`src/rtl/alu_seq_pkg.sv`:
```
// Shared types and constants for the ALU instruction sequencer: state encoding,
// opcode table, ALU function codes, fault codes and the opcode decode helpers.
package alu_seq_pkg;

    localparam int OPC_BITS = 5;

    typedef enum logic [3:0] {
        S_IDLE  = 4'd0,
        S_T0    = 4'd1,
        S_T1    = 4'd2,
        S_T2    = 4'd3,
        S_T3    = 4'd4,
        S_T4    = 4'd5,
        S_T5    = 4'd6,
        S_DONE  = 4'd7,
        S_FAULT = 4'd8
    } state_e;

    localparam logic [OPC_BITS-1:0] OPC_ADD  = 5'b00011;
    localparam logic [OPC_BITS-1:0] OPC_SUB  = 5'b00100;
    localparam logic [OPC_BITS-1:0] OPC_AND  = 5'b00101;
    localparam logic [OPC_BITS-1:0] OPC_OR   = 5'b00110;
    localparam logic [OPC_BITS-1:0] OPC_SHR  = 5'b00111;
    localparam logic [OPC_BITS-1:0] OPC_SHRA = 5'b01000;
    localparam logic [OPC_BITS-1:0] OPC_SHL  = 5'b01001;
    localparam logic [OPC_BITS-1:0] OPC_ROR  = 5'b01010;
    localparam logic [OPC_BITS-1:0] OPC_ROL  = 5'b01011;

    localparam logic [3:0] ALU_ADD  = 4'd0;
    localparam logic [3:0] ALU_SUB  = 4'd1;
    localparam logic [3:0] ALU_AND  = 4'd2;
    localparam logic [3:0] ALU_OR   = 4'd3;
    localparam logic [3:0] ALU_SHR  = 4'd4;
    localparam logic [3:0] ALU_SHRA = 4'd5;
    localparam logic [3:0] ALU_SHL  = 4'd6;
    localparam logic [3:0] ALU_ROR  = 4'd7;
    localparam logic [3:0] ALU_ROL  = 4'd8;

    localparam logic [1:0] FC_NONE    = 2'b00;
    localparam logic [1:0] FC_ILLEGAL = 2'b01;
    localparam logic [1:0] FC_BADREG  = 2'b10;
    localparam logic [1:0] FC_TIMEOUT = 2'b11;

    function automatic logic opc_legal(input logic [OPC_BITS-1:0] opc);
        return (opc >= OPC_ADD) && (opc <= OPC_ROL);
    endfunction

    function automatic logic [3:0] opc_to_aluop(input logic [OPC_BITS-1:0] opc);
        logic [3:0] op;
        case (opc)
            OPC_ADD:  op = ALU_ADD;
            OPC_SUB:  op = ALU_SUB;
            OPC_AND:  op = ALU_AND;
            OPC_OR:   op = ALU_OR;
            OPC_SHR:  op = ALU_SHR;
            OPC_SHRA: op = ALU_SHRA;
            OPC_SHL:  op = ALU_SHL;
            OPC_ROR:  op = ALU_ROR;
            OPC_ROL:  op = ALU_ROL;
            default:  op = ALU_ADD;
        endcase
        return op;
    endfunction

endpackage

```
`src/rtl/reg_onehot_dec.sv`:
```
// Register-field to one-hot decoder with enable; fields beyond NUM_REGS decode to
// all zeros so an out-of-range register never drives or loads anything.
module reg_onehot_dec #(
    parameter int REG_W    = 4,
    parameter int NUM_REGS = 16
) (
    input  logic                en_i,
    input  logic [REG_W-1:0]    sel_i,
    output logic [NUM_REGS-1:0] onehot_o
);

    always_comb begin
        onehot_o = '0;
        for (int i = 0; i < NUM_REGS; i++) begin
            if (en_i && (sel_i == REG_W'(i))) begin
                onehot_o[i] = 1'b1;
            end
        end
    end

endmodule

```
`src/rtl/alu_instr_sequencer.sv`:
```
// Multi-cycle fetch/decode/execute/writeback sequencer for register-to-register ALU ops.
// All strobes are registered from the next state, so reset clears them asynchronously.
module alu_instr_sequencer
    import alu_seq_pkg::*;
#(
    parameter int DATA_W   = 32,
    parameter int NUM_REGS = 16,
    parameter int REG_W    = 4,
    parameter int OPC_W    = 5,
    parameter int MAX_WAIT = 15
) (
    input  logic                clk,
    input  logic                clr,
    input  logic                start,
    input  logic                mem_rdy,
    input  logic [DATA_W-1:0]   ir,
    output logic                busy,
    output logic                done,
    output logic [1:0]          fault_code,
    output logic                pc_out,
    output logic                mar_in,
    output logic                inc_pc,
    output logic                pc_in,
    output logic                read,
    output logic                mdr_in,
    output logic                mdr_out,
    output logic                ir_in,
    output logic                y_in,
    output logic                z_in,
    output logic                zlow_out,
    output logic [NUM_REGS-1:0] reg_out,
    output logic [NUM_REGS-1:0] reg_in,
    output logic [3:0]          alu_op
);

    localparam int WAIT_W = $clog2(MAX_WAIT + 1);
    localparam logic [REG_W:0] NREGS_L = (REG_W+1)'(NUM_REGS);

    logic [OPC_W-1:0] opcode;
    logic [REG_W-1:0] ra, rb, rc;
    logic             unused_ir;

    assign opcode    = ir[DATA_W-1 -: OPC_W];
    assign ra        = ir[DATA_W-OPC_W-1 -: REG_W];
    assign rb        = ir[DATA_W-OPC_W-REG_W-1 -: REG_W];
    assign rc        = ir[DATA_W-OPC_W-2*REG_W-1 -: REG_W];
    assign unused_ir = ^ir[DATA_W-OPC_W-3*REG_W-1:0];

    state_e            state_q, state_d;
    logic [WAIT_W-1:0] wait_q, wait_d;
    logic [1:0]        fault_q, fault_d;
    logic              bad_reg, t1_entry;

    assign bad_reg  = ({1'b0, ra} >= NREGS_L) || ({1'b0, rb} >= NREGS_L) ||
                      ({1'b0, rc} >= NREGS_L);
    assign t1_entry = (state_d == S_T1) && (state_q != S_T1);

    always_comb begin
        state_d = state_q;
        wait_d  = wait_q;
        fault_d = fault_q;
        case (state_q)
            S_IDLE, S_DONE, S_FAULT: begin
                if (start) begin
                    state_d = S_T0;
                    wait_d  = '0;
                    fault_d = FC_NONE;
                end else if (state_q == S_DONE) begin
                    state_d = S_IDLE;
                end
            end
            S_T0: state_d = S_T1;
            S_T1: begin
                if (mem_rdy) begin
                    state_d = S_T2;
                end else begin
                    wait_d = wait_q + 1'b1;
                    if (wait_q == WAIT_W'(MAX_WAIT - 1)) begin
                        state_d = S_FAULT;
                        fault_d = FC_TIMEOUT;
                    end
                end
            end
            S_T2: begin
                state_d = S_T3;
                wait_d  = '0;
            end
            // Opcode legality outranks register range when both are wrong.
            S_T3: begin
                if (!opc_legal(opcode)) begin
                    state_d = S_FAULT;
                    fault_d = FC_ILLEGAL;
                end else if (bad_reg) begin
                    state_d = S_FAULT;
                    fault_d = FC_BADREG;
                end else begin
                    state_d = S_T4;
                end
            end
            S_T4:    state_d = S_T5;
            S_T5:    state_d = S_DONE;
            default: state_d = S_IDLE;
        endcase
    end

    logic       busy_q, done_q;
    logic       pc_out_q, mar_in_q, inc_pc_q, pc_in_q, read_q, mdr_in_q;
    logic       mdr_out_q, ir_in_q, y_in_q, z_in_q, zlow_out_q;
    logic       rout_en_q, rout_rc_q, rin_en_q;
    logic [3:0] alu_op_q;

    always_ff @(posedge clk or negedge clr) begin
        if (!clr) begin
            state_q    <= S_IDLE;
            wait_q     <= '0;
            fault_q    <= FC_NONE;
            busy_q     <= 1'b0;
            done_q     <= 1'b0;
            pc_out_q   <= 1'b0;
            mar_in_q   <= 1'b0;
            inc_pc_q   <= 1'b0;
            pc_in_q    <= 1'b0;
            read_q     <= 1'b0;
            mdr_in_q   <= 1'b0;
            mdr_out_q  <= 1'b0;
            ir_in_q    <= 1'b0;
            y_in_q     <= 1'b0;
            z_in_q     <= 1'b0;
            zlow_out_q <= 1'b0;
            rout_en_q  <= 1'b0;
            rout_rc_q  <= 1'b0;
            rin_en_q   <= 1'b0;
            alu_op_q   <= '0;
        end else begin
            state_q    <= state_d;
            wait_q     <= wait_d;
            fault_q    <= fault_d;
            busy_q     <= (state_d != S_IDLE) && (state_d != S_FAULT);
            done_q     <= (state_d == S_DONE);
            pc_out_q   <= (state_d == S_T0);
            mar_in_q   <= (state_d == S_T0);
            inc_pc_q   <= (state_d == S_T0);
            pc_in_q    <= t1_entry;
            read_q     <= (state_d == S_T1);
            mdr_in_q   <= (state_d == S_T1);
            mdr_out_q  <= (state_d == S_T2);
            ir_in_q    <= (state_d == S_T2);
            y_in_q     <= (state_d == S_T3);
            z_in_q     <= (state_d == S_T0) || (state_d == S_T4);
            zlow_out_q <= t1_entry || (state_d == S_T5);
            rout_en_q  <= (state_d == S_T3) || (state_d == S_T4);
            rout_rc_q  <= (state_d == S_T4);
            rin_en_q   <= (state_d == S_T5);
            // IR was loaded at the end of T2, so the opcode is stable here.
            alu_op_q   <= (state_d == S_T4) ? opc_to_aluop(opcode) : 4'd0;
        end
    end

    assign busy       = busy_q;
    assign done       = done_q;
    assign fault_code = fault_q;
    assign pc_out     = pc_out_q;
    assign mar_in     = mar_in_q;
    assign inc_pc     = inc_pc_q;
    assign pc_in      = pc_in_q;
    assign read       = read_q;
    assign mdr_in     = mdr_in_q;
    assign mdr_out    = mdr_out_q;
    assign ir_in      = ir_in_q;
    assign y_in       = y_in_q;
    assign z_in       = z_in_q;
    assign zlow_out   = zlow_out_q;
    assign alu_op     = alu_op_q;

    reg_onehot_dec #(.REG_W(REG_W), .NUM_REGS(NUM_REGS)) u_dec_out (
        .en_i     (rout_en_q),
        .sel_i    (rout_rc_q ? rc : rb),
        .onehot_o (reg_out)
    );

    reg_onehot_dec #(.REG_W(REG_W), .NUM_REGS(NUM_REGS)) u_dec_in (
        .en_i     (rin_en_q),
        .sel_i    (ra),
        .onehot_o (reg_in)
    );

endmodule

```
`config.mk`:
```
export PLATFORM = sky130hd
export DESIGN_NAME = alu_instr_sequencer
export DESIGN_NICKNAME = d
export VERILOG_FILES = /design/src/rtl/alu_seq_pkg.sv /design/src/rtl/reg_onehot_dec.sv /design/src/rtl/alu_instr_sequencer.sv
export SDC_FILE = /design/constraint.sdc
export NUM_CORES = 1
export LEC_CHECK = 0
export CAP_MARGIN = 15
export CORE_MARGIN = 4
export CORE_UTILIZATION = 35
export CTS_CLUSTER_DIAMETER = 200
export DETAILED_ROUTE_END_ITERATION = 16
export GPL_TIMING_DRIVEN = 0
export PLACE_DENSITY = 0.84
export SETUP_SLACK_MARGIN = 0.2
export SLEW_MARGIN = 20
export SYNTH_ARGS = -nofsm -noshare
export SYNTH_HDL_FRONTEND = slang
export SYNTH_HIERARCHICAL = 1
export SYNTH_SLANG_ARGS = --single-unit
```
`constraint.sdc`:
```
create_clock -name clk -period 1.5 [get_ports clk]
set_input_delay 0.375 -clock clk [delete_from_list [all_inputs] [get_ports clk]]
set_output_delay 0.375 -clock clk [all_outputs]
set_load 0.01 [all_outputs]
```
==> Word level (Yosys, flattened, before mapping) <==
Memory sizes are Yosys's and may differ from the RTL's.
Cells that the tools add are included.
Widths: inputs -> output; s select.
{ "classes": {"add_sub_neg": 1, "order_cmp": 2, "eq_ne": 52, "n_mux": 49, "reduce_logical": 47} }
{ "ops": {"columns": ["operator", "n"], "rows": [
  ["$eq 4x4->1 const B", 18],
  ["$eq 4x3->1 const B", 16],
  ["$mux 4", 10],
  ["$logic_and 1x1->1", 35],
  ["$eq 4x2->1 const B", 8],
  ["$mux 1", 32],
  ["$pmux 4 s7", 1],
  ["$eq 4x1->1 const B", 4],
  ["$logic_not 4->1", 3],
  ["$pmux 4 s3", 1],
  ["$mux 2", 4],
  ["$ne 2x2->1 const B", 4],
  ["$pmux 2 s3", 1],
  ["$reduce_bool 3->1", 2],
  ["$ge 5x2->1 const B", 1],
  ["$le 5x4->1 const B", 1],
  ["$reduce_and 5->1", 1],
  ["$add 4x1->4 const B", 1],
  ["$ne 4x2->1 const B", 1],
  ["$ne 4x4->1 const B", 1],
  ["$reduce_bool 4->1", 1],
  ["$logic_or 1x1->1", 3],
  ["$reduce_and 3->1", 1],
  ["$reduce_or 3->1", 1]
]} }
{ "word_totals": {"ff_bits": 26, "mem_bits_ro": 64, "input_bits": 36, "mem_count": 1} }
{ "mem_list": {"columns": ["name", "depth", "word_bits", "read_ports", "rd_clocked_by_memory_dff", "write_ports", "line_no", "text"], "rows": [
  ["(no name shown)", 16, 4, 1, 0, 0, "alu_seq_pkg.sv:50", "case (opc)"]
]} }

==> Logic depth before layout (Yosys ltp) <==
Gate-level depths: netlist (run 1).
{ "depth": {"word_depth": 7, "mapped_depth": 7, "mapped_depth_nobuf": 7} }

==> By module <==
The synthesis (run 1) kept the hierarchy.
{ "by_module_without_submodules": {"columns": ["mod", "instances", "cells_per_inst", "area_per_inst_um2"], "rows": [
  ["alu_instr_sequencer", 1, 125, 1316.3],
  ["reg_onehot_dec", 2, 23, 117.6]
]} }

==> Worst setup path before layout (run 1) <==
OpenSTA, ideal clock, no wires.
{ "synth_path": {"kind": "register -> output", "from": "reg rout_rc_q", "to": "out reg_out[0]", "t_arrival_ns": 1.337, "required_time_ns": 1.125, "path_slack_ns": -0.212, "stages_incl_launch_ff": 4, "n_path_buf": 0, "path_cell_list": "dfrtp_1 -> mux2_2 -> or3b_4 -> nor3_2"} }
{ "synth_between": {"elab_chain_len": 4} }
{ "synth_rtl": {"columns": ["item", "line_no", "text"], "rows": [
  ["start, declared", "alu_instr_sequencer.sv:109", "logic rout_en_q, rout_rc_q, rin_en_q;"],
  ["start signal, assigned", "alu_instr_sequencer.sv:152", "rout_rc_q <= (state_d == S_T4);"],
  ["$mux 4", "alu_instr_sequencer.sv:177", ".sel_i (rout_rc_q ? rc : rb),"],
  ["$logic_not 4->1", "reg_onehot_dec.sv:15", "if (en_i && (sel_i == REG_W'(i))) begin"],
  ["$logic_and 1x1->1", "reg_onehot_dec.sv:15", null],
  ["$mux 1", "reg_onehot_dec.sv:15", null],
  ["end, declared", "alu_instr_sequencer.sv:31", "output logic [NUM_REGS-1:0] reg_out,"]
]} }
Every way passes these cells.

==> Final worst setup path (run 1) <==
Ends and elaborated chain as after synthesis.

==> results of run 1 <==
==> synthesized netlist by cell type (2+ instances only) <==
cell type | n | area [um2]
sky130_fd_sc_hd__a21o_1 | 4 | 30.0
sky130_fd_sc_hd__or3b_4 | 2 | 22.5
sky130_fd_sc_hd__a21oi_1 | 6 | 30.0
sky130_fd_sc_hd__buf_2 | 3 | 15.0
sky130_fd_sc_hd__nor3_1 | 9 | 45.0
sky130_fd_sc_hd__buf_4 | 4 | 30.0
sky130_fd_sc_hd__and2_1 | 2 | 12.5
sky130_fd_sc_hd__nor2_1 | 34 | 128
sky130_fd_sc_hd__o21ai_1 | 4 | 20.0
sky130_fd_sc_hd__inv_1 | 4 | 15.0
sky130_fd_sc_hd__nand2b_1 | 9 | 56.3
sky130_fd_sc_hd__nand3_1 | 7 | 35.0
sky130_fd_sc_hd__nor3_2 | 4 | 40.0
sky130_fd_sc_hd__ha_1 | 4 | 50.1
sky130_fd_sc_hd__dfrtp_1 | 26 | 651
sky130_fd_sc_hd__nand2_1 | 13 | 48.8
sky130_fd_sc_hd__mux2_2 | 4 | 45.0
sky130_fd_sc_hd__nand3b_1 | 7 | 52.6
==> state kept, by name, indices dropped and copies added, names as in the netlist, 2 cells and up <==
signal / count
fault_code: 2
wait_q: 4
state_q: 4
alu_op: 4
==> critical path, cell delays in order, from the launching register on <==
cell and delay [ns]:
sky130_fd_sc_hd__dfrtp_2 0.45, sky130_fd_sc_hd__mux2_4 0.34, sky130_fd_sc_hd__or3b_4 0.46, sky130_fd_sc_hd__nor3_4 0.12, sky130_fd_sc_hd__buf_2 0.15
==> cell families after synthesis <==
group                    share of synthesized area [%]
flip-flops                                        41.9
XOR/XNOR                                         0.565
buffers and inverters                             4.84
AND/OR/NAND/NOR                                   35.1
adder cells (fa/ha/maj)                           3.23
AO/OA/AOI/OAI                                     11.5
multiplexers                                      2.90
==> layer usage <==
metal / part of all wire (%) / GRT usage (%) / vias up
li1: - / - / 886
met1: 38 / 25.7 / 934
met2: 53 / 38.1 / 77
met3: 7.6 / 4.86 / 12
met4: 1.5 / 5.93 / 0
met5: 0 / 0 / -
==> worst max path at each step <==
stage	cells past startpoint	end
detailed placement	5	reg_out[0]
floorplan	3	reg_out[0]
global route	4	reg_out[0]
global placement	5	reg_out[0]
finish	4	reg_out[0]
CTS	4	reg_out[0]
==> cells in the final DEF (no fill, tap or decap), types with 4 or more instances in the layout <==
cell / count
sky130_fd_sc_hd__dlygate4sd2_1: 7
sky130_fd_sc_hd__nor3_2: 6
sky130_fd_sc_hd__clkbuf_8: 4
sky130_fd_sc_hd__nand3_1: 4
sky130_fd_sc_hd__nand2_1: 7
sky130_fd_sc_hd__dfrtp_2: 4
sky130_fd_sc_hd__nand2_2: 4
sky130_fd_sc_hd__buf_2: 33
sky130_fd_sc_hd__clkbuf_2: 5
sky130_fd_sc_hd__buf_6: 48
sky130_fd_sc_hd__nand3b_1: 7
sky130_fd_sc_hd__nand2b_4: 5
sky130_fd_sc_hd__dfrtp_1: 22
sky130_fd_sc_hd__buf_4: 37
sky130_fd_sc_hd__mux2_4: 4
sky130_fd_sc_hd__nor2_2: 17
sky130_fd_sc_hd__nor3_4: 6
sky130_fd_sc_hd__clkdlybuf4s15_1: 11
sky130_fd_sc_hd__nor2_4: 7
sky130_fd_sc_hd__a21o_1: 4
sky130_fd_sc_hd__nor2_1: 10
sky130_fd_sc_hd__nand2b_1: 4
==> area by class of cell <==
class	instances	area share [%]
buffer	8	2.71
inverter	5	0.566
timing repair buffer	141	35.9
tap	50	1.89
multi-input combinational	132	37.5
clock buffer	4	1.66
sequential	26	19.8
==> what timing repair did <==
| item | in CTS | in global routing |
|---|---|---|
| pin swaps | 43 | 19 |
| resized for setup | 295 | 42 |
| setup buffers | 52 | 18 |
| endpoints found under the setup margin | 70 | 63 |
==> power by group through the flow <==
stage	sequential, W	clock [W]	combinational [W]
after global routing	0.00109	0.000504	0.00288
after global placement	0.00107	0	0.00156
after floorplan	0.00110	0	0.000979
after detailed placement	0.00107	0	0.00159
final	0.00106	0.000451	0.00271
after CTS	0.00106	0.000469	0.00230
==> per-stage QoR <==
step	cell area (um2)	std cells
global placement	2490	292
floorplan	1720	171
global route	3320	366
finish	3320	366
detailed placement	2490	292
CTS	3100	348
==> report_table.html, run 1 <==
<table>
<tr><th>Metric</th><th>Value</th></tr>
<tr><th colspan="2">STA</th></tr>
<tr><td>Final sum of negative setup slack</td><td>-12.07 ns</td></tr>
<tr><td>Highest achievable clock rate</td><td>460 MHz</td></tr>
<tr><td>Setup-failing EPs final</td><td>37</td></tr>
<tr><td>Final worst path period share</td><td>145%</td></tr>
<tr><td>RSZ-0062 raised after global routing</td><td>yes</td></tr>
<tr><td>Final hold violation count</td><td>0</td></tr>
<tr><td>Tightest Pin Transition</td><td>0.567 ns</td></tr>
<tr><td>Min Tclk post-route</td><td>2.18 ns</td></tr>
<tr><td>Final slew viol count</td><td>0</td></tr>
<tr><td>Hold Worst Slack</td><td>0.0848 ns</td></tr>
<tr><td>Worst clock skew</td><td>0.00432 ns</td></tr>
<tr><td>Relative slew slack</td><td>62.2%</td></tr>
<tr><td>Worst Slack Setup Final</td><td>-0.676 ns</td></tr>
<tr><th colspan="2">Clock tree</th></tr>
<tr><td>Number of levels in the clock H-tree</td><td>1</td></tr>
<tr><td>Clock Path Buffers</td><td>2</td></tr>
<tr><td>Sink Count</td><td>26</td></tr>
<tr><td>Total clock buffers created by CTS</td><td>3</td></tr>
<tr><td>Hold Buf Count CTS</td><td>0</td></tr>
<tr><td>Clock tree from TritonCTS</td><td>built</td></tr>
<tr><td>Clk Tree Root Cell</td><td>sky130_fd_sc_hd__clkbuf_8</td></tr>
<tr><td>Later-pin clock latency in the skew report</td><td>0.27 ns</td></tr>
<tr><td>Clock-pin slew reported for the worst setup and hold paths after clock tree synthesis</td><td>0.09 ns</td></tr>
<tr><th colspan="2">Power and ir drop</th></tr>
<tr><td>Overall Power</td><td>0.00422 W</td></tr>
<tr><td>Internal power</td><td>0.00259 W</td></tr>
<tr><td>Part of the power in combinational logic</td><td>64.1%</td></tr>
<tr><td>Peak supply drop</td><td>0.000981 V</td></tr>
<tr><td>Part of the total power dissipated in the clock network</td><td>10.7%</td></tr>
<tr><td>Seq pwr share</td><td>25.2%</td></tr>
<tr><td>Net Switching</td><td>0.00163 W</td></tr>
<tr><td>Power density relative to cell area</td><td>1270 nW/um2</td></tr>
<tr><td>Fraction of power spent switching nets</td><td>38.7%</td></tr>
<tr><td>Leakage power summed over all cells</td><td>1.60 nW</td></tr>
<tr><th colspan="2">Setup path</th></tr>
<tr><td>Launch point of the worst reg-to-reg path</td><td>state_q[2]</td></tr>
<tr><td>Register-to-Register Setup Slack</td><td>-0.01 ns</td></tr>
<tr><td>CP Launch Type</td><td>register</td></tr>
<tr><td>CP startpoint</td><td>rout_rc_q</td></tr>
<tr><td>FF-to-FF path depth</td><td>6</td></tr>
<tr><td>Worst reg2reg endpoint</td><td>fault_code[0]</td></tr>
<tr><td>Endpoint class of the critical path</td><td>primary output</td></tr>
<tr><td>Path type of the worst setup path</td><td>reg -&gt; out</td></tr>
<tr><td>Required @ worst endpoint</td><td>1.12 ns</td></tr>
<tr><td>Critical path arrival</td><td>1.80 ns</td></tr>
<tr><td>Highest fanout seen on the critical path</td><td>4</td></tr>
<tr><th colspan="2">Global routing</th></tr>
<tr><td>Number of global-route vias before repair</td><td>1849</td></tr>
<tr><td>Largest net degree at the start of global routing</td><td>27</td></tr>
<tr><td>First-pass GRT wire length</td><td>9160 um</td></tr>
<tr><td>Initial antenna violation count</td><td>0</td></tr>
<tr><td>Gr ovfl total</td><td>0</td></tr>
<tr><td>Global routing usage summed across all routing layers</td><td>21.4%</td></tr>
<tr><th colspan="2">Cells and area</th></tr>
<tr><td>Number of fillers in the final layout</td><td>239</td></tr>
<tr><td>Area taken by flip-flops and latches</td><td>656 um2</td></tr>
<tr><td>Fraction of final layout cells sized beyond drive strength 1</td><td>68.0%</td></tr>
<tr><td>Number of antenna repair diodes</td><td>0</td></tr>
<tr><td>Finished Core Util</td><td>80.1%</td></tr>
<tr><td>Layout Area Growth over Synthesis</td><td>114%</td></tr>
<tr><td>Number of nets in the final layout</td><td>357</td></tr>
<tr><td>Area taken by multi-input logic gates</td><td>1240 um2</td></tr>
<tr><th colspan="2">Synth</th></tr>
<tr><td>Gate count of the mapped netlist</td><td>171</td></tr>
<tr><td>Number of synthesized register bits</td><td>26</td></tr>
<tr><td>Predominant post-synthesis flop cell</td><td>sky130_fd_sc_hd__dfrtp_1</td></tr>
<tr><td>Unique masters post-synth</td><td>43</td></tr>
<tr><td>Part of the Yosys area used for sequential elements</td><td>41.9%</td></tr>
<tr><td>Number of warning messages in the yosys log</td><td>6</td></tr>
<tr><td>Number of enable-type register cells in the synthesized netlist</td><td>0</td></tr>
<tr><td>Fraction of registers with async set/reset</td><td>100%</td></tr>
<tr><td>Syn Nets</td><td>211</td></tr>
<tr><td>Mean instance size in the synthesized netlist</td><td>9.07 um2</td></tr>
<tr><td>Area of the mapped netlist</td><td>1550 um2</td></tr>
<tr><th colspan="2">Drt</th></tr>
<tr><td>Number of detailed-routing iterations run before antenna repair</td><td>4</td></tr>
<tr><td>Total DRC errors in the routed layout</td><td>0</td></tr>
<tr><td>Number of DRC markers after the initial detailed-route iteration</td><td>53</td></tr>
<tr><td>Vias</td><td>1909</td></tr>
<tr><td>Routed wire length per instance</td><td>17.5 um</td></tr>
<tr><td>Final WL</td><td>6410 um</td></tr>
<tr><td>Drt via density</td><td>5.22</td></tr>
<tr><td>Number of nets with antenna violations after routing</td><td>0</td></tr>
<tr><th colspan="2">Floorplanning</th></tr>
<tr><td>Placement Rows</td><td>23</td></tr>
<tr><td>Initial standard-cell utilization of the core</td><td>37.4%</td></tr>
<tr><td>Die boundary height</td><td>74.6 um</td></tr>
<tr><td>Area of the die</td><td>5560 um2</td></tr>
<tr><td>Die Wd</td><td>74.6 um</td></tr>
<tr><td>I/O Pins</td><td>87</td></tr>
<tr><td>Area inside the core boundary</td><td>4140 um2</td></tr>
<tr><th colspan="2">Place</th></tr>
<tr><td>Final RePlAce weighted congestion</td><td>0.767</td></tr>
<tr><td># port buffers</td><td>71</td></tr>
<tr><td>Half-perimeter wire length of the detailed placement result</td><td>3160 um</td></tr>
<tr><td>Worst setup slack before clock tree synthesis</td><td>-1.09 ns</td></tr>
<tr><th colspan="2">Flow run</th></tr>
<tr><td>Maximum capacitance violations</td><td>0</td></tr>
<tr><th colspan="2">Status</th></tr>
<tr><td>Violated checks</td><td>setup timing</td></tr>
<tr><td>Result of the run</td><td>finished, violations left</td></tr>
<tr><th colspan="2">Hold path</th></tr>
<tr><td>Type of the worst min-delay path</td><td>in -&gt; async</td></tr>
</table>
No activity file was read; power rests on OpenSTA's default activity.
==> inputs of run 2 (changes only) <==
--- a/config.mk
+++ b/config.mk
@@ -10,7 +10,7 @@
 export CORE_UTILIZATION = 35
 export CTS_CLUSTER_DIAMETER = 200
 export DETAILED_ROUTE_END_ITERATION = 16
-export GPL_TIMING_DRIVEN = 0
+export GPL_TIMING_DRIVEN = 1
 export PLACE_DENSITY = 0.84
 export SETUP_SLACK_MARGIN = 0.2
 export SLEW_MARGIN = 20
==> report_table.html, run 2 (same netlist as run 1, synthesis figures left out) <==
<table>
<tr><th>Metric</th><th>Value</th></tr>
<tr><th colspan="2">STA</th></tr>
<tr><td>Worst clock skew</td><td>0.00388 ns</td></tr>
<tr><td>Final hold violation count</td><td>0</td></tr>
<tr><td>Tightest Pin Transition</td><td>0.414 ns</td></tr>
<tr><td>Min Tclk post-route</td><td>2.31 ns</td></tr>
<tr><td>Relative slew slack</td><td>72.2%</td></tr>
<tr><td>Final slew viol count</td><td>0</td></tr>
<tr><td>Final worst path period share</td><td>154%</td></tr>
<tr><td>RSZ-0062 raised after global routing</td><td>yes</td></tr>
<tr><td>Setup-failing EPs final</td><td>45</td></tr>
<tr><td>Worst Slack Setup Final</td><td>-0.813 ns</td></tr>
<tr><td>Highest achievable clock rate</td><td>432 MHz</td></tr>
<tr><th colspan="2">Place</th></tr>
<tr><td>Placement-stage cell area</td><td>2760 um2</td></tr>
<tr><td>Worst setup slack before clock tree synthesis</td><td>-1.09 ns</td></tr>
<tr><td>Half-perimeter wire length of the detailed placement result</td><td>3670 um</td></tr>
<tr><td># port buffers</td><td>71</td></tr>
<tr><td>Final RePlAce weighted congestion</td><td>0.807</td></tr>
<tr><th colspan="2">Setup path</th></tr>
<tr><td>Crit path largest cell delay</td><td>0.44 ns</td></tr>
<tr><td>Path type of the worst setup path</td><td>reg -&gt; out</td></tr>
<tr><td>Required @ worst endpoint</td><td>1.12 ns</td></tr>
<tr><td>Register-to-Register Setup Slack</td><td>-0.19 ns</td></tr>
<tr><td>Critical path arrival</td><td>1.94 ns</td></tr>
<tr><td>CP Launch Type</td><td>register</td></tr>
<tr><td>CP cell instances</td><td>mux2_4 &gt; buf_6 &gt; buf_6 &gt; nand3b_1 &gt; buf_4 &gt; nor3_2 &gt; buf_2</td></tr>
<tr><td>Worst reg2reg endpoint</td><td>fault_code[0]</td></tr>
<tr><td>Endpoint class of the critical path</td><td>primary output</td></tr>
<tr><td>Launch point of the worst reg-to-reg path</td><td>state_q[2]</td></tr>
<tr><td>Number of buffers and inverters on the critical path</td><td>4</td></tr>
<tr><td>CP top delay family</td><td>buffers and inverters</td></tr>
<tr><td>Number of stages on the worst setup path</td><td>7</td></tr>
<tr><td>Highest fanout seen on the critical path</td><td>4</td></tr>
<tr><td>Most common cell on crit path</td><td>sky130_fd_sc_hd__buf_6</td></tr>
<tr><td>FF-to-FF path depth</td><td>8</td></tr>
<tr><td>CP max-delay cell</td><td>sky130_fd_sc_hd__dfrtp_1</td></tr>
<tr><th colspan="2">Cells and area</th></tr>
<tr><td>Most common cell after layout, fill and taps aside</td><td>sky130_fd_sc_hd__buf_6</td></tr>
<tr><td>Layout Area Growth over Synthesis</td><td>134%</td></tr>
<tr><td>Fraction of final layout cells sized beyond drive strength 1</td><td>70.3%</td></tr>
<tr><td>Most used cells in the layout excluding fill and tap cells</td><td>58 x sky130_fd_sc_hd__buf_6, 42 x sky130_fd_sc_hd__buf_4, 25 x sky130_fd_sc_hd__buf_2</td></tr>
<tr><td>Final design instance area without fill</td><td>3620 um2</td></tr>
<tr><td>Number of antenna repair diodes</td><td>0</td></tr>
<tr><td>Number of fillers in the final layout</td><td>180</td></tr>
<tr><td>Number of nets in the final layout</td><td>374</td></tr>
<tr><th colspan="2">Drt</th></tr>
<tr><td>Final WL</td><td>8020 um</td></tr>
<tr><td>Number of DRC markers after the initial detailed-route iteration</td><td>119</td></tr>
<tr><td>Number of detailed-routing iterations run before antenna repair</td><td>4</td></tr>
<tr><td>Total DRC errors in the routed layout</td><td>0</td></tr>
<tr><td>Vias</td><td>2107</td></tr>
<tr><td>Routed wire length per instance</td><td>20.9 um</td></tr>
<tr><td>Drt via density</td><td>5.50</td></tr>
<tr><td>Number of nets with antenna violations after routing</td><td>0</td></tr>
<tr><th colspan="2">Clock tree</th></tr>
<tr><td>Sink Count</td><td>26</td></tr>
<tr><td>Hold Buf Count CTS</td><td>0</td></tr>
<tr><td>Clock tree from TritonCTS</td><td>built</td></tr>
<tr><td>Later-pin clock latency in the skew report</td><td>0.28 ns</td></tr>
<tr><td>Total clock buffers created by CTS</td><td>3</td></tr>
<tr><td>Number of levels in the clock H-tree</td><td>1</td></tr>
<tr><td>Clk Tree Root Cell</td><td>sky130_fd_sc_hd__clkbuf_8</td></tr>
<tr><td>Clock-pin slew reported for the worst setup and hold paths after clock tree synthesis</td><td>0.09 ns</td></tr>
<tr><td>Clock Path Buffers</td><td>2</td></tr>
<tr><th colspan="2">Floorplanning</th></tr>
<tr><td>I/O Pins</td><td>87</td></tr>
<tr><td>Placement Rows</td><td>23</td></tr>
<tr><td>Area of the die</td><td>5560 um2</td></tr>
<tr><td>Initial standard-cell utilization of the core</td><td>37.4%</td></tr>
<tr><td>Die boundary height</td><td>74.6 um</td></tr>
<tr><td>Area inside the core boundary</td><td>4140 um2</td></tr>
<tr><td>Die Wd</td><td>74.6 um</td></tr>
<tr><th colspan="2">Flow run</th></tr>
<tr><td>Maximum capacitance violations</td><td>0</td></tr>
<tr><th colspan="2">Status</th></tr>
<tr><td>Result of the run</td><td>finished, violations left</td></tr>
<tr><td>Violated checks</td><td>setup timing</td></tr>
<tr><th colspan="2">Global routing</th></tr>
<tr><td>Initial antenna violation count</td><td>0</td></tr>
<tr><td>Global routing usage summed across all routing layers</td><td>21.7%</td></tr>
<tr><td>Number of global-route vias before repair</td><td>2029</td></tr>
<tr><td>First-pass GRT wire length</td><td>9380 um</td></tr>
<tr><td>Gr ovfl total</td><td>0</td></tr>
<tr><td>Largest net degree at the start of global routing</td><td>27</td></tr>
<tr><th colspan="2">Power and ir drop</th></tr>
<tr><td>Peak supply drop</td><td>0.00107 V</td></tr>
<tr><td>Power density relative to cell area</td><td>1240 nW/um2</td></tr>
<tr><td>Leakage power summed over all cells</td><td>1.72 nW</td></tr>
<tr><th colspan="2">Hold path</th></tr>
<tr><td>Type of the worst min-delay path</td><td>in -&gt; async</td></tr>
</table>
## run 2: routing by layer
layer | vias up | wire length [um] | track usage [%] | share of wire [%]
met5 | - | 0 | 0 | 0
li1 | 920 | - | - | -
met3 | 23 | 728 | 4.19 | 9.1
met1 | 1052 | 2970 | 24.1 | 37
met2 | 112 | 4150 | 41.6 | 52
met4 | 0 | 168 | 6.32 | 2.1
## run 2: repair_timing
action	4_1_cts	5_1_grt
resized for setup	254	95
pin swaps	37	33
setup endpoints to repair	71	67
setup buffers	35	21
endpoints found under the hold margin	0	0
## run 2: area by class of cell
cell class                      instances  area (um2)  area share [%]
Clock buffer                            4        55.1            1.52
Multi-Input combinational cell        132        1310            36.1
Timing Repair Buffer                  166        1520            42.0
Sequential cell                        26         656            18.1
Inverter                                5        18.8           0.518
Tap cell                               50        62.6            1.73
## run 2: power by group
part | switching [W] | total (W) | internal, W
combinational | 0.00138 | 0.00294 | 0.00156
sequential | 0.000187 | 0.00108 | 0.000897
clock | 0.000228 | 0.000463 | 0.000235
## run 2: how the worst max path moves through the flow
stage	slack, ns	endpoint	startpoint
after global placement	-1.03	reg_out[0]	ir[21]
after floorplan	-0.21	reg_out[0]	rout_rc_q
after CTS	-0.78	reg_out[0]	rout_rc_q
after detailed placement	-1.09	reg_out[0]	ir[17]
after global routing	-0.87	reg_out[4]	rout_rc_q
final	-0.81	reg_out[4]	rout_rc_q
## run 2: worst register-to-register path, stage by stage, from the launching register on
cell                       delay, ns
sky130_fd_sc_hd__dfrtp_2        0.46
sky130_fd_sc_hd__buf_6          0.12
sky130_fd_sc_hd__buf_6          0.10
sky130_fd_sc_hd__nand4b_1       0.25
sky130_fd_sc_hd__a21oi_4        0.26
sky130_fd_sc_hd__a211oi_2       0.06
sky130_fd_sc_hd__buf_4          0.16
sky130_fd_sc_hd__a21oi_2        0.12
sky130_fd_sc_hd__nor2_1         0.05
## run 2: per-stage QoR
stage,power [W],setup TNS [ns],hold slack [ns],utilization (%),instances
2_1_floorplan,0.00208,-1.74,0.0794,-,171
3_3_place_gp,0.00290,-34.64,0.466,66.5,323
3_5_place_dp,0.00296,-36.15,0.477,66.5,323
4_1_cts,0.00373,-12.71,0.453,77.4,362
5_1_grt,0.00469,-19.03,0.472,87.4,383
6_report,0.00449,-16.91,0.442,87.4,383
==> inputs of run 3 (changes only) <==
--- a/config.mk
+++ b/config.mk
@@ -5,6 +5,7 @@
 export SDC_FILE = /design/constraint.sdc
 export NUM_CORES = 1
 export LEC_CHECK = 0
+export ABC_CLOCK_PERIOD_IN_PS = 1500
 export CAP_MARGIN = 15
 export CORE_MARGIN = 4
 export CORE_UTILIZATION = 35
==> results of run 3 <==
No change in the layout: final DEF, timing and power equal those of run 2.
